File: src/rtl/axil_lfsr_stream_if.sv
// AXI-Lite control port and AXI-Stream output of the LFSR pattern generator.
// "slave" is the generator's view; "master" is the processor/consumer view.
interface axil_lfsr_stream_if #(
    parameter int unsigned ADDR_WIDTH = 5,
    parameter int unsigned DATA_WIDTH = 32
);
    logic [ADDR_WIDTH-1:0] s_axi_awaddr;
    logic                  s_axi_awvalid;
    logic                  s_axi_awready;
    logic [DATA_WIDTH-1:0] s_axi_wdata;
    logic                  s_axi_wvalid;
    logic                  s_axi_wready;
    logic [1:0]            s_axi_bresp;
    logic                  s_axi_bvalid;
    logic                  s_axi_bready;
    logic [ADDR_WIDTH-1:0] s_axi_araddr;
    logic                  s_axi_arvalid;
    logic                  s_axi_arready;
    logic [DATA_WIDTH-1:0] s_axi_rdata;
    logic [1:0]            s_axi_rresp;
    logic                  s_axi_rvalid;
    logic                  s_axi_rready;
    logic [31:0]           m_axis_tdata;
    logic                  m_axis_tvalid;
    logic                  m_axis_tlast;
    logic                  m_axis_tready;

    modport slave (
        input  s_axi_awaddr, s_axi_awvalid, s_axi_wdata, s_axi_wvalid, s_axi_bready,
        input  s_axi_araddr, s_axi_arvalid, s_axi_rready, m_axis_tready,
        output s_axi_awready, s_axi_wready, s_axi_bresp, s_axi_bvalid,
        output s_axi_arready, s_axi_rdata, s_axi_rresp, s_axi_rvalid,
        output m_axis_tdata, m_axis_tvalid, m_axis_tlast
    );

    modport master (
        output s_axi_awaddr, s_axi_awvalid, s_axi_wdata, s_axi_wvalid, s_axi_bready,
        output s_axi_araddr, s_axi_arvalid, s_axi_rready, m_axis_tready,
        input  s_axi_awready, s_axi_wready, s_axi_bresp, s_axi_bvalid,
        input  s_axi_arready, s_axi_rdata, s_axi_rresp, s_axi_rvalid,
        input  m_axis_tdata, m_axis_tvalid, m_axis_tlast
    );
endinterface

File: src/rtl/axil_lfsr_stream.sv
// AXI-Lite configured Fibonacci/Galois LFSR source with an AXI-Stream output,
// optional burst length with TLAST, saturating sent-word counter and seed error.
module axil_lfsr_stream #(
    parameter int unsigned           LFSR_WIDTH        = 8,
    parameter int unsigned           C_AXIL_ADDR_WIDTH = 5,
    parameter int unsigned           C_AXIL_DATA_WIDTH = 32,
    parameter logic [LFSR_WIDTH-1:0] DEFAULT_SEED      = LFSR_WIDTH'(1),
    parameter logic [LFSR_WIDTH-1:0] DEFAULT_TAPS      = LFSR_WIDTH'(8'hB8)
) (
    input logic               aclk,
    input logic               aresetn,
    axil_lfsr_stream_if.slave bus
);
    localparam int unsigned IDX_W = C_AXIL_ADDR_WIDTH - 2;
    localparam logic [IDX_W-1:0] REG_CTRL   = IDX_W'(0);
    localparam logic [IDX_W-1:0] REG_STATUS = IDX_W'(1);
    localparam logic [IDX_W-1:0] REG_SEED   = IDX_W'(2);
    localparam logic [IDX_W-1:0] REG_TAPS   = IDX_W'(3);
    localparam logic [IDX_W-1:0] REG_COUNT  = IDX_W'(4);
    localparam logic [IDX_W-1:0] REG_SENT   = IDX_W'(5);
    localparam logic [1:0] RESP_OKAY   = 2'b00;
    localparam logic [1:0] RESP_SLVERR = 2'b10;

    typedef enum logic [1:0] {ST_IDLE, ST_RUN, ST_DRAIN} state_t;

    state_t                         state_q, state_d;
    logic [LFSR_WIDTH-1:0]          seed_q, taps_q, act_taps_q, lfsr_q, lfsr_next;
    logic [C_AXIL_DATA_WIDTH-1:0]   count_q, act_count_q, sent_q, rdata_q, rd_word;
    logic                           mode_q, act_galois_q, err_q;
    logic                           bvalid_q, rvalid_q;
    logic [1:0]                     bresp_q, rresp_q;
    logic                           wr_fire, rd_fire, wr_ok, rd_ok, beat_fire, is_last;
    logic                           start_req, stop_req, start_go, seed_err;
    logic                           tvalid, tlast, running;
    logic [IDX_W-1:0]               wr_idx, rd_idx;
    logic                           unused_addr_bits;

    assign unused_addr_bits = ^{bus.s_axi_awaddr[1:0], bus.s_axi_araddr[1:0]};

    // Ready is combinational on the valids so a write completes in the cycle both arrive.
    assign wr_fire = bus.s_axi_awvalid & bus.s_axi_wvalid & ~bvalid_q;
    assign rd_fire = bus.s_axi_arvalid & ~rvalid_q;
    assign wr_idx  = bus.s_axi_awaddr[C_AXIL_ADDR_WIDTH-1:2];
    assign rd_idx  = bus.s_axi_araddr[C_AXIL_ADDR_WIDTH-1:2];

    assign start_req = wr_fire && wr_idx == REG_CTRL && bus.s_axi_wdata[0] && !bus.s_axi_wdata[1];
    assign stop_req  = wr_fire && wr_idx == REG_CTRL && bus.s_axi_wdata[1];
    assign start_go  = state_q == ST_IDLE && start_req && seed_q != '0;
    assign seed_err  = state_q == ST_IDLE && start_req && seed_q == '0;
    assign beat_fire = tvalid & bus.m_axis_tready;
    assign is_last   = act_count_q != '0 && sent_q == act_count_q - 1'b1;

    // NOTE: every always_comb assigns each output first, so no path can infer a latch.
    always_comb begin
        wr_ok = 1'b0;
        case (wr_idx)
            REG_CTRL, REG_SEED, REG_TAPS, REG_COUNT: wr_ok = 1'b1;
            default:                                 wr_ok = 1'b0;
        endcase
    end

    always_comb begin
        rd_word = '0;
        rd_ok   = 1'b1;
        case (rd_idx)
            REG_CTRL:   rd_word = C_AXIL_DATA_WIDTH'({mode_q, 2'b00});
            REG_STATUS: rd_word = C_AXIL_DATA_WIDTH'({err_q, running});
            REG_SEED:   rd_word = C_AXIL_DATA_WIDTH'(seed_q);
            REG_TAPS:   rd_word = C_AXIL_DATA_WIDTH'(taps_q);
            REG_COUNT:  rd_word = count_q;
            REG_SENT:   rd_word = sent_q;
            default:    rd_ok   = 1'b0;
        endcase
    end

    // NOTE: clocked blocks use non-blocking (<=) so all registers sample pre-edge values.
    always_ff @(posedge aclk or negedge aresetn) begin
        if (!aresetn) begin
            seed_q   <= DEFAULT_SEED;
            taps_q   <= DEFAULT_TAPS;
            count_q  <= '0;
            mode_q   <= 1'b0;
            err_q    <= 1'b0;
            bvalid_q <= 1'b0;
            bresp_q  <= RESP_OKAY;
        end else begin
            if (seed_err) err_q <= 1'b1;
            if (wr_fire) begin
                bvalid_q <= 1'b1;
                bresp_q  <= wr_ok ? RESP_OKAY : RESP_SLVERR;
                case (wr_idx)
                    REG_CTRL: mode_q <= bus.s_axi_wdata[2];
                    REG_SEED: begin
                        seed_q <= bus.s_axi_wdata[LFSR_WIDTH-1:0];
                        err_q  <= 1'b0;
                    end
                    REG_TAPS:  taps_q  <= bus.s_axi_wdata[LFSR_WIDTH-1:0];
                    REG_COUNT: count_q <= bus.s_axi_wdata;
                    default: ;
                endcase
            end else if (bus.s_axi_bready) begin
                bvalid_q <= 1'b0;
            end
        end
    end

    always_ff @(posedge aclk or negedge aresetn) begin
        if (!aresetn) begin
            rvalid_q <= 1'b0;
            rdata_q  <= '0;
            rresp_q  <= RESP_OKAY;
        end else if (rd_fire) begin
            rvalid_q <= 1'b1;
            rdata_q  <= rd_word;
            rresp_q  <= rd_ok ? RESP_OKAY : RESP_SLVERR;
        end else if (bus.s_axi_rready) begin
            rvalid_q <= 1'b0;
        end
    end

    // Configuration is snapshotted at start so writes during a burst wait for the next one.
    always_comb begin
        if (act_galois_q)
            lfsr_next = (lfsr_q >> 1) ^ (lfsr_q[0] ? act_taps_q : '0);
        else
            lfsr_next = {lfsr_q[LFSR_WIDTH-2:0], ^(lfsr_q & act_taps_q)};
    end

    always_ff @(posedge aclk or negedge aresetn) begin
        if (!aresetn) begin
            lfsr_q       <= '0;
            sent_q       <= '0;
            act_taps_q   <= DEFAULT_TAPS;
            act_count_q  <= '0;
            act_galois_q <= 1'b0;
        end else if (start_go) begin
            lfsr_q       <= seed_q;
            sent_q       <= '0;
            act_taps_q   <= taps_q;
            act_count_q  <= count_q;
            act_galois_q <= bus.s_axi_wdata[2];
        end else if (beat_fire) begin
            lfsr_q <= lfsr_next;
            if (sent_q != '1) sent_q <= sent_q + 1'b1;
        end
    end

    always_ff @(posedge aclk or negedge aresetn) begin
        if (!aresetn) state_q <= ST_IDLE;
        else          state_q <= state_d;
    end

    always_comb begin
        state_d = state_q;
        case (state_q)
            ST_IDLE:  if (start_go) state_d = ST_RUN;
            ST_RUN: begin
                if (beat_fire && is_last) state_d = ST_IDLE;
                else if (stop_req)        state_d = ST_DRAIN;
            end
            ST_DRAIN: if (beat_fire) state_d = ST_IDLE;
            default:  state_d = ST_IDLE;
        endcase
    end

    always_comb begin
        tvalid  = state_q != ST_IDLE;
        running = state_q != ST_IDLE;
        tlast   = state_q == ST_DRAIN || (state_q == ST_RUN && is_last);
    end

    assign bus.s_axi_awready = wr_fire;
    assign bus.s_axi_wready  = wr_fire;
    assign bus.s_axi_bvalid  = bvalid_q;
    assign bus.s_axi_bresp   = bresp_q;
    assign bus.s_axi_arready = rd_fire;
    assign bus.s_axi_rvalid  = rvalid_q;
    assign bus.s_axi_rdata   = rdata_q;
    assign bus.s_axi_rresp   = rresp_q;
    assign bus.m_axis_tdata  = 32'(lfsr_q);
    assign bus.m_axis_tvalid = tvalid;
    assign bus.m_axis_tlast  = tlast;
endmodule

File: src/flat_wrapper.sv
// flat-port wrapper written by rule: the top's interface ports become plain ports
module axil_lfsr_stream_flat 
#(
    parameter int unsigned           LFSR_WIDTH        = 8,
    parameter int unsigned           C_AXIL_ADDR_WIDTH = 5,
    parameter int unsigned           C_AXIL_DATA_WIDTH = 32,
    parameter logic [LFSR_WIDTH-1:0] DEFAULT_SEED      = LFSR_WIDTH'(1),
    parameter logic [LFSR_WIDTH-1:0] DEFAULT_TAPS      = LFSR_WIDTH'(8'hB8)
)
  (aclk, aresetn, bus_s_axi_awaddr, bus_s_axi_awvalid, bus_s_axi_wdata, bus_s_axi_wvalid, bus_s_axi_bready, bus_s_axi_araddr, bus_s_axi_arvalid, bus_s_axi_rready, bus_m_axis_tready, bus_s_axi_awready, bus_s_axi_wready, bus_s_axi_bresp, bus_s_axi_bvalid, bus_s_axi_arready, bus_s_axi_rdata, bus_s_axi_rresp, bus_s_axi_rvalid, bus_m_axis_tdata, bus_m_axis_tvalid, bus_m_axis_tlast);
  axil_lfsr_stream_if #(.ADDR_WIDTH(5), .DATA_WIDTH(32)) bus_i ();
  input logic aclk;
  input logic aresetn;
  input wire logic [$bits(bus_i.s_axi_awaddr)-1:0] bus_s_axi_awaddr;
  input wire logic [$bits(bus_i.s_axi_awvalid)-1:0] bus_s_axi_awvalid;
  input wire logic [$bits(bus_i.s_axi_wdata)-1:0] bus_s_axi_wdata;
  input wire logic [$bits(bus_i.s_axi_wvalid)-1:0] bus_s_axi_wvalid;
  input wire logic [$bits(bus_i.s_axi_bready)-1:0] bus_s_axi_bready;
  input wire logic [$bits(bus_i.s_axi_araddr)-1:0] bus_s_axi_araddr;
  input wire logic [$bits(bus_i.s_axi_arvalid)-1:0] bus_s_axi_arvalid;
  input wire logic [$bits(bus_i.s_axi_rready)-1:0] bus_s_axi_rready;
  input wire logic [$bits(bus_i.m_axis_tready)-1:0] bus_m_axis_tready;
  output wire logic [$bits(bus_i.s_axi_awready)-1:0] bus_s_axi_awready;
  output wire logic [$bits(bus_i.s_axi_wready)-1:0] bus_s_axi_wready;
  output wire logic [$bits(bus_i.s_axi_bresp)-1:0] bus_s_axi_bresp;
  output wire logic [$bits(bus_i.s_axi_bvalid)-1:0] bus_s_axi_bvalid;
  output wire logic [$bits(bus_i.s_axi_arready)-1:0] bus_s_axi_arready;
  output wire logic [$bits(bus_i.s_axi_rdata)-1:0] bus_s_axi_rdata;
  output wire logic [$bits(bus_i.s_axi_rresp)-1:0] bus_s_axi_rresp;
  output wire logic [$bits(bus_i.s_axi_rvalid)-1:0] bus_s_axi_rvalid;
  output wire logic [$bits(bus_i.m_axis_tdata)-1:0] bus_m_axis_tdata;
  output wire logic [$bits(bus_i.m_axis_tvalid)-1:0] bus_m_axis_tvalid;
  output wire logic [$bits(bus_i.m_axis_tlast)-1:0] bus_m_axis_tlast;
  assign bus_i.s_axi_awaddr = bus_s_axi_awaddr;
  assign bus_i.s_axi_awvalid = bus_s_axi_awvalid;
  assign bus_i.s_axi_wdata = bus_s_axi_wdata;
  assign bus_i.s_axi_wvalid = bus_s_axi_wvalid;
  assign bus_i.s_axi_bready = bus_s_axi_bready;
  assign bus_i.s_axi_araddr = bus_s_axi_araddr;
  assign bus_i.s_axi_arvalid = bus_s_axi_arvalid;
  assign bus_i.s_axi_rready = bus_s_axi_rready;
  assign bus_i.m_axis_tready = bus_m_axis_tready;
  assign bus_s_axi_awready = bus_i.s_axi_awready;
  assign bus_s_axi_wready = bus_i.s_axi_wready;
  assign bus_s_axi_bresp = bus_i.s_axi_bresp;
  assign bus_s_axi_bvalid = bus_i.s_axi_bvalid;
  assign bus_s_axi_arready = bus_i.s_axi_arready;
  assign bus_s_axi_rdata = bus_i.s_axi_rdata;
  assign bus_s_axi_rresp = bus_i.s_axi_rresp;
  assign bus_s_axi_rvalid = bus_i.s_axi_rvalid;
  assign bus_m_axis_tdata = bus_i.m_axis_tdata;
  assign bus_m_axis_tvalid = bus_i.m_axis_tvalid;
  assign bus_m_axis_tlast = bus_i.m_axis_tlast;
  axil_lfsr_stream #(.LFSR_WIDTH(LFSR_WIDTH), .C_AXIL_ADDR_WIDTH(C_AXIL_ADDR_WIDTH), .C_AXIL_DATA_WIDTH(C_AXIL_DATA_WIDTH), .DEFAULT_SEED(DEFAULT_SEED), .DEFAULT_TAPS(DEFAULT_TAPS)) u_core (.aclk(aclk), .aresetn(aresetn), .bus(bus_i));
endmodule
File: config.mk
export PLATFORM = sky130hd
export DESIGN_NAME = axil_lfsr_stream_flat
export DESIGN_NICKNAME = d
export VERILOG_FILES = /design/src/rtl/axil_lfsr_stream_if.sv /design/src/rtl/axil_lfsr_stream.sv /design/src/flat_wrapper.sv
export SDC_FILE = /design/constraint.sdc
export NUM_CORES = 1
export LEC_CHECK = 0
export CORE_MARGIN = 3
export CORE_UTILIZATION = 60
export DETAILED_ROUTE_END_ITERATION = 8
export PLACE_DENSITY = 0.91
export SKIP_CTS_REPAIR_TIMING = 1
export SLEW_MARGIN = 20
export SYNTH_ARGS = -nofsm -noshare
export SYNTH_HDL_FRONTEND = slang
export SYNTH_SLANG_ARGS = --single-unit
File: constraint.sdc
create_clock -name aclk -period 5.9 [get_ports aclk]
set_input_delay 1.18 -clock aclk [delete_from_list [all_inputs] [get_ports aclk]]
set_output_delay 1.18 -clock aclk [all_outputs]
set_load 0.1 [all_outputs]
==> results of run 1 <==
-- flip-flops by register name, summed over array words and instances (netlist names) --
name	cells
u_core.bus.s_axi_rdata	32
u_core.bus.s_axi_rvalid	1
u_core.mode_q	1
u_core.bus.s_axi_bresp	1
u_core.act_count_q	32
u_core.seed_q	8
u_core.taps_q	8
u_core.state_q	2
u_core.bus.s_axi_bvalid	1
u_core.lfsr_q	8
u_core.act_galois_q	1
u_core.count_q	32
u_core.err_q	1
u_core.bus.s_axi_rresp	1
u_core.act_taps_q	8
u_core.sent_q	32
-- kinds of logic after synthesis --
kind of cell / count (synthesis)
flops: 169
simple gates: 301
mux: 127
fa+ha+maj: 3
other cells: 1
buf+inv: 92
xor+xnor: 72
compound gates: 135
-- layer usage --
layer  part of all wire, %  wire length (um)
met1                    41              9540
met3                   7.5              1720
met2                    49             11300
met5                     0                 0
met4                   2.2               496
-- synth_stat cells (8+ instances only) --
library cell  count  share of area (%)
buf_4            27                2.2
nand2_1          82                3.4
mux2i_1          32                3.5
dfrtp_1         160                 44
nor4_1           18                1.2
dfstp_2           9                2.6
or4_1            10               0.82
o31ai_1           8               0.66
a211oi_1          9               0.74
nand3_1          21                1.2
a22oi_1           8               0.66
nand4_1          17                1.2
xnor2_1          40                3.8
nor3_1            8               0.44
o21ai_0          48                2.6
a21oi_1          24                1.3
mux2_2           95                 12
or3_1            16                1.1
xor2_1           32                3.1
inv_1            17               0.70
clkbuf_1         39                1.6
nor2_1           76                3.1
-- cell type report --
| cell class | instances | area [um^2] | area share (%) |
|---|---|---|---|
| inverter | 17 | 63.8 | 0.597 |
| sequential | 169 | 4240 | 39.6 |
| multi-input combinational | 664 | 4560 | 42.6 |
| timing repair buffer | 104 | 1010 | 9.44 |
| clock inverter | 12 | 139 | 1.30 |
| clock buffer | 20 | 457 | 4.27 |
| tap | 184 | 230 | 2.15 |
-- through the flow --
step	hold WS (ps)	instance area, um^2	setup slack, ps
after global routing	503	10700	512
after CTS	476	10700	805
after floorplan	462	9230	554
final	473	10700	752
after global placement	457	10100	1340
after detailed placement	462	10100	1290
-- worst reg2reg max path, delay by kind of cell, from the launching register on --
kind | cells | cell delay [ps]
AOI/OAI and AO/OA | 1 | 420
and+or+nand+nor | 7 | 2350
DFF | 1 | 500
-- power by group through the flow --
stage               clock (uW)  combinational [uW]  sequential (uW)
finish                    1140                1200             1540
global route              1190                1270             1570
CTS                       1150                1200             1540
detailed placement           0                1190             1550
global placement             0                1160             1540
floorplan                    0                 566             1850
-- path summary, 6_finish.rpt --
check                                     startpoint  cells past startpoint                        end  slack [ps]
setup / recovery               u_core.act_count_q[0]                     11           bus_m_axis_tlast         750
hold / removal             u_core.bus.s_axi_rresp[1]                      2  u_core.bus.s_axi_rresp[1]         470
setup reg to reg               u_core.act_count_q[2]                      8          u_core.state_q[0]        2520
hold reg to reg            u_core.bus.s_axi_rresp[1]                      2  u_core.bus.s_axi_rresp[1]         470
max in group asynchronous                    aresetn                      2           u_core.taps_q[5]        3930
min in group asynchronous                    aresetn                      1         u_core.count_q[22]         840
==> run metrics, run 1 <==
gp weighted congestion=0.965; warning count from the yosys run=0; die width=129 um; Mapped Avg Cell Area=10.1 um^2; Total Die Area=0.0167 mm^2; critical path cell sequence=inv_1 > ha_1 > nor3b_1 > buf_4 > nand3_1 > o21a_1 > o21a_1 > a221oi_1 > nand3b_1 > o41ai_2 > buf_4; clk root buf=clkbuf_16; number of synthesized flops with an enable pin=0; setup TNS=0 ps; Overflow after GRT=0; post-route insts no fill=around 1200; sequential area share after synthesis=46.5%; DRT iter0 DRCs=just under 800; crit path kind=reg -> out; # rows=44; Post-DRT Antenna Nets=0; Arrival @ worst endpoint=3970 ps; Setup Skew=10.8 ps; max incr delay on CP=~570 ps; outcome=complete, no violations; CP Max Fanout=6; Core Area=roughly 0.015 mm^2; first-pass GRT wire length=37.1 mm; clk slew on worst S/H paths=70 ps; Slew Limit Fails=0; CTS Buffer Depth=2; Synth Area in Compound Gates=9.34%; Ports=125; Crit. End Element=output pin; Inst Count DP=1138; Post-Route WL=about 23 mm; Switch Pwr=about 1500 uW; commonest non-fill, non-tap cell in the layout=dfrtp_1; Final Hold Vio Count=0; TritonRoute pass-1 iters=6; WL per Instance=19.7 um; Synth Area in Adders=less than 1%; Crit path required time=about 4700 ps; min Tclk post-route=5150 ps; Synth Area in XOR/XNOR=6.91%; H-tree Lvls=4; slew margin rel.=roughly a third; # port buffers=94; vias in the first global route=7226; n_diodes=0; Pwr Total=3880 uW; P&R area growth vs syn=17.2%; RSZ-0062 raised after global routing=false; drt drc=0; mux share of post-synthesis cell area=15.2%; Final #Nets=1026; Crit-path slowest cell=nor3b_1; MaxCap Viol Count=0; main flop type after synthesis=dfrtp_1; FF+latch count, synth=169; GRT busiest layer=met2; most frequent cells in the layout=dfrtp_1 (160), mux2_2 (95), clkdlybuf4s50_1 (90), nand2_1 (82), nor2_1 (76); CTS tree=built; Max IR drop VDD=0.251 mV; initial antenna violation count=0; Num Clock Sinks=around 170; main combinational cell family by area after synthesis=simple AND/OR/NAND/NOR gates; Buf/Inv on CP=3; M3 GR Usage=under 10%; worst slew pin tran=just under 1000 ps; Synth cell types=57; Vias=roughly 7300; CTS Buf Count=17; fin crit share=87.3%; CP top delay family=compound AO/OA/AOI/OAI gates; fmax=about 190 MHz; dpl hpwl=15.6 mm; grt met1 use=a little under two fifths; Synth Area in Simple Gates=16.7%; Starting Density=between 60% and 70%; largest net degree at the start of global routing=108; aggregate global-route resource usage=~28%; clock share of power=29.3%; Sw Share=38.7%; die height=approximately 130 um; later-pin clock latency in the skew report=440 ps; cell internal pwr=around 2400 uW; met2 Usage GRT=a little under half; Comb pwr share=30.9%; fraction of layout cells with a size suffix above 1=16.3%; post-synthesis async set-or-reset flop share=100%; power density over the cells=363 mW/mm^2; final setup fails=0; startpoint class of the critical path=register; vias per std cell=roughly 6.2; fillcell total=between 1000 and 1500; Post-Syn Area=0.00913 mm^2; Syn Inst Count=900; sequential share of power=between 30 and 40%; Hold WC Path Type=reg -> reg; Final Core Density=72.8%; Leak=around 0.0047 uW
Note: power is estimated with default switching activity, not from simulation.
==> run 2: changes to the inputs <==
Settings changed: PLACE_DENSITY 0.91 to 0.9.
==> run metrics, run 2 (synthesis results as in run 1) <==
outcome=complete, no violations; Slew Limit Fails=0 (unchanged); Ports=125 (unchanged); Buf/Inv on CP=1 (-2); # rows=44 (unchanged); fin worst setup slack=740 ps (-12.1 ps); critical path cell sequence=nor4_1 > nand3_1 > o21a_1 > o21a_1 > a221oi_1 > nand3b_1 > o41ai_2 > buf_4; r2r worst-path depth=9 (+1); Switch Pwr=1510 uW (+0.36%); Sw Share=38.9% (+0.18 points); Post-Route WL=22.7 mm (-1.4%); min Tclk post-route=5160 ps (+12.1 ps); Overflow after GRT=0 (unchanged); CP top delay family=compound AO/OA/AOI/OAI gates; power density over the cells=363 mW/mm^2 (about the same); WL per Instance=19.4 um (-1.3%); commonest non-fill, non-tap cell in the layout=dfrtp_1; Post-DRT Antenna Nets=0 (unchanged); CP Max Fanout=6 (unchanged); cell internal pwr=2370 uW (-0.39%); first-pass GRT wire length=37.1 mm (about the same); Crit. Startpoint=u_core.act_count_q[9]; startpoint class of the critical path=register; Crit path required time=4720 ps (about the same); Hold WC Path Type=reg -> reg; vias per std cell=6.31 (+1.1%); worst hold path endpoint=u_core.bus.s_axi_rdata[22]; CTS Buffer Depth=2 (unchanged); hold path cells=2 (unchanged); CTS tree=built; Arrival @ worst endpoint=3980 ps (about the same); Final #Nets=1025 (-0.097%); die width=129 um (unchanged); Register-to-Register Setup Slack=2550 ps (+30 ps); clk slew on worst S/H paths=60 ps (about the same); Setup Skew=9.30 ps (-1.53 ps); # port buffers=94 (unchanged); Crit. End Element=output pin; worst slew pin tran=1000 ps (+10.7 ps); Leak=0.00471 uW (-0.16%); Final Hold Vio Count=0 (unchanged); Reg-to-Reg End=u_core.sent_q[11]; H-tree Lvls=4 (unchanged); worst r2r src=u_core.bus.s_axi_bvalid; Setup WS pre-CTS=1260 ps (-38.0 ps); aggregate global-route resource usage=28.1% (-0.24 points); crit path kind=reg -> out; largest net degree at the start of global routing=71 (-34%); n_diodes=0 (unchanged); setup TNS=0 ps (unchanged); hold path startpoint=u_core.bus.s_axi_rdata[22]; gp weighted congestion=0.956 (-0.93%); Placed Instance Area=0.0101 mm^2 (-0.15%); clk root buf=clkbuf_16; MaxCap Viol Count=0 (unchanged); slew margin rel.=32.9% (-0.72 points); Comb pwr share=30.7% (-0.2 points); Total Die Area=0.0167 mm^2 (unchanged); Crit-path slowest cell=nor4_1; die height=129 um (unchanged); Starting Density=62.1% (unchanged); CTS Buf Count=17 (unchanged); Vias=7382 (+1.0%); DRT iter0 DRCs=864 (+11%); most frequent cells in the layout=dfrtp_1 (160), mux2_2 (95), clkdlybuf4s50_1 (90), nand2_1 (82), nor2_1 (76); initial antenna violation count=0 (unchanged); RSZ-0062 raised after global routing=false; sequential share of power=39.8% (about the same); vias in the first global route=7297 (+0.98%); P&R area growth vs syn=17.1% (about the same); Max IR drop VDD=0.277 mV (+10%); max incr delay on CP=800 ps (+230 ps); clock share of power=29.5% (+0.2 points); dpl hpwl=15.6 mm (-0.47%); Crit path top cell by count=o21a_1; fraction of layout cells with a size suffix above 1=16.4% (+0.12 points); drt drc=0 (unchanged); later-pin clock latency in the skew report=440 ps (about the same); TritonRoute pass-1 iters=5 (-1); Core Area=0.0147 mm^2 (unchanged); final setup fails=0 (unchanged); fmax=194 MHz (-0.23%); fin crit share=87.5% (+0.20 points); Num Clock Sinks=169 (unchanged); Final Cell Area=0.0107 mm^2 (about the same)
## run 2: changes by cell type in the layout (fill, tap and decap cells not counted), sizes merged
cell	change
inv	+1
clkbuf	-2
clkinvlp	+1
buf	-1
## run 2: area by class of cell
| class | instances | area, um^2 |
|---|---|---|
| Clock inverter | 14 | 161 |
| Multi-Input combinational cell | 664 | 4550 |
| Fill cell | 1031 | 4010 |
| Timing Repair Buffer | 103 | 1000 |
| Inverter | 17 | 63.8 |
| Tap cell | 184 | 230 |
| Sequential cell | 169 | 4240 |
| Clock buffer | 18 | 439 |
## run 2: per-stage QoR
| step | hold WS, ps | total power [uW] | cells | util, % |
|---|---|---|---|---|
| final | 481 | 3880 | 1169 | 72.7 |
| after global routing | 511 | 4030 | 1169 | 72.7 |
| after CTS | 488 | 3880 | 1169 | 72.7 |
| after detailed placement | 467 | 2740 | 1137 | 68.6 |
| after global placement | 454 | 2700 | 1137 | 68.6 |
| after floorplan | 462 | 2420 | 925 | - |
## run 2: tightest hold or removal path, stage by stage (launching register included)
cell     delay [ps]
dfrtp_1         340
nand2_1          40
o21ai_0          60
## run 2: how the worst max path moves through the flow
stage	to	depth (start not counted)
2_1_floorplan	bus_m_axis_tlast	9
3_3_place_gp	bus_m_axis_tlast	8
3_5_place_dp	bus_m_axis_tlast	8
4_1_cts	bus_m_axis_tlast	8
5_1_grt	bus_m_axis_tlast	8
6_report	bus_m_axis_tlast	8
## run 2: metal layers
| layer | vias up | wire (um) | global-route usage [%] |
|---|---|---|---|
| met5 | - | 0 | 0 |
| met4 | 0 | 592 | 9.57 |
| met3 | 64 | 1590 | 5.69 |
| met2 | 372 | 11100 | 46.8 |
| met1 | 3666 | 9420 | 37.0 |
| li1 | 3280 | - | - |
## run 2: power groups by stage
stage	registers [uW]	clock network, uW	logic, uW
6_report	1540	1140	1190
5_1_grt	1570	1200	1270
4_1_cts	1540	1150	1190
3_5_place_dp	1550	0	1180
3_3_place_gp	1550	0	1150
2_1_floorplan	1850	0	566
==> run 3: changes to the inputs <==
Settings changed: CORE_ASPECT_RATIO from default to 2.
==> run metrics, run 3 (synthesis results as in run 1) <==
cell internal pwr=2300 uW (-3.1%); sequential share of power=40.1% (+0.3 points); aggregate global-route resource usage=29.9% (+1.7 points); setup TNS=0 ps (unchanged); worst r2r src=u_core.sent_q[13]; Final Hold Vio Count=0 (unchanged); hold slack=470 ps (-11.5 ps); Core Area=0.0149 mm^2 (+1.4%); vias per std cell=6.22 (-1.5%); # port buffers=94 (unchanged); first-pass GRT wire length=38.9 mm (+4.6%); Vias=7347 (-0.47%); hold path startpoint=u_core.bus.s_axi_rresp[1]; gp weighted congestion=0.967 (+1.1%); Crit. Startpoint=u_core.act_count_q[2]; Placed Instance Area=0.0101 mm^2 (+0.21%); clk slew on worst S/H paths=70 ps (about the same); Final #Nets=1026 (+0.098%); later-pin clock latency in the skew report=440 ps (about the same); Final Core Density=71.8% (-0.93 points); Total Die Area=0.0168 mm^2 (+0.54%); TritonRoute pass-1 iters=5 (unchanged); Crit path required time=4720 ps (about the same); largest net degree at the start of global routing=78 (+9.9%); startpoint class of the critical path=register; fmax=196 MHz (+0.92%); crit path kind=reg -> out; Hold WC Path Type=reg -> reg; Switch Pwr=1570 uW (+4.0%); Final Cell Area=0.0107 mm^2 (about the same); dpl hpwl=17.0 mm (+9.4%); clk root buf=clkbuf_16; most frequent cells in the layout=dfrtp_1 (160), mux2_2 (95), clkdlybuf4s50_1 (90), nand2_1 (82), nor2_1 (76); WL per Instance=20.6 um (+6.1%); Post-DRT Antenna Nets=0 (unchanged); CP Max Fanout=11 (+5); CTS tree=built; power density over the cells=361 mW/mm^2 (-0.37%); slew margin rel.=32.1% (-0.77 points); Crit. End Element=output pin; drt drc=0 (unchanged); P&R area growth vs syn=17.2% (about the same); CTS Buffer Depth=2 (unchanged); Post-Route WL=24.4 mm (+7.2%); die width=93.2 um (-28%); CTS Buf Count=17 (unchanged); initial antenna violation count=0 (unchanged); Sw Share=40.6% (+1.7 points); outcome=complete, no violations; Slew Limit Fails=0 (unchanged); Setup Skew=10.2 ps (+0.875 ps); n_diodes=0 (unchanged); Comb pwr share=30.9% (+0.2 points); Leak=0.00471 uW (about the same); commonest non-fill, non-tap cell in the layout=dfrtp_1; Num Clock Sinks=169 (unchanged); vias in the first global route=7556 (+3.5%); # rows=63 (+43%); fin crit share=86.7% (-0.80 points); Ports=125 (unchanged); fraction of layout cells with a size suffix above 1=16.4% (-0.017 points); worst slew pin tran=1010 ps (+11.5 ps); clock share of power=29.0% (-0.5 points); H-tree Lvls=4 (unchanged); Max IR drop VDD=0.285 mV (+3.0%); die height=180 um (+39%); Starting Density=61.3% (-0.83 points); min Tclk post-route=5110 ps (-47.0 ps); Overflow after GRT=0 (unchanged); RSZ-0062 raised after global routing=false; Arrival @ worst endpoint=3930 ps (-50 ps); MaxCap Viol Count=0 (unchanged); final setup fails=0 (unchanged); DRT iter0 DRCs=473 (-45%)
==> run 3: layer usage <==
metal	GRT usage, %	up-vias	routed length (um)
li1	-	3286	-
met1	31.5	3666	8400
met2	54.4	292	13300
met3	4.55	103	1180
met4	17.9	0	1440
met5	0	-	0
==> run 3: critical path, stage by stage (launching register included) <==
cell,delay [ps]
dfrtp_1,500
nor3_1,570
nand4_1,450
or3_1,600
nor4_2,260
nor3_1,130
nand3b_1,220
o41ai_2,390
buf_4,360
==> run 3: cell type report <==
| cell class | instances | area [um^2] |
|---|---|---|
| fillers | 1055 | 4200 |
| multi-input cells | 664 | 4550 |
| well taps | 195 | 244 |
| flip-flops and latches | 169 | 4240 |
| clock buffers | 17 | 425 |
| clock inverters | 15 | 169 |
| repair buffers | 104 | 1010 |
| inverters | 17 | 63.8 |
==> run 3: through the flow <==
stage | instances | setup WS [ps] | power (uW)
floorplan | 925 | 554 | 2420
global placement | 1149 | 1410 | 2720
detailed placement | 1149 | 1370 | 2750
CTS | 1181 | 885 | 3870
global route | 1181 | 555 | 4020
finish | 1181 | 787 | 3870
==> run 3: final timing paths <==
path,endpoint,slack [ps],cells after the start
max in group asynchronous,u_core.bus.s_axi_rdata[7],3960,2
worst max register to register,u_core.sent_q[28],2260,8
worst max-delay path,bus_m_axis_tlast,790,8
worst min register to register,u_core.bus.s_axi_rresp[1],470,2
worst min-delay path,u_core.bus.s_axi_rresp[1],470,2
min in group asynchronous,u_core.count_q[23],630,1
==> run 3: power by group through the flow <==
stage	Sequential [uW]	Combinational (uW)	Clock, uW
after CTS	1540	1200	1130
after global routing	1570	1260	1180
after floorplan	1850	566	0
final	1550	1190	1120
after detailed placement	1560	1190	0
after global placement	1550	1160	0
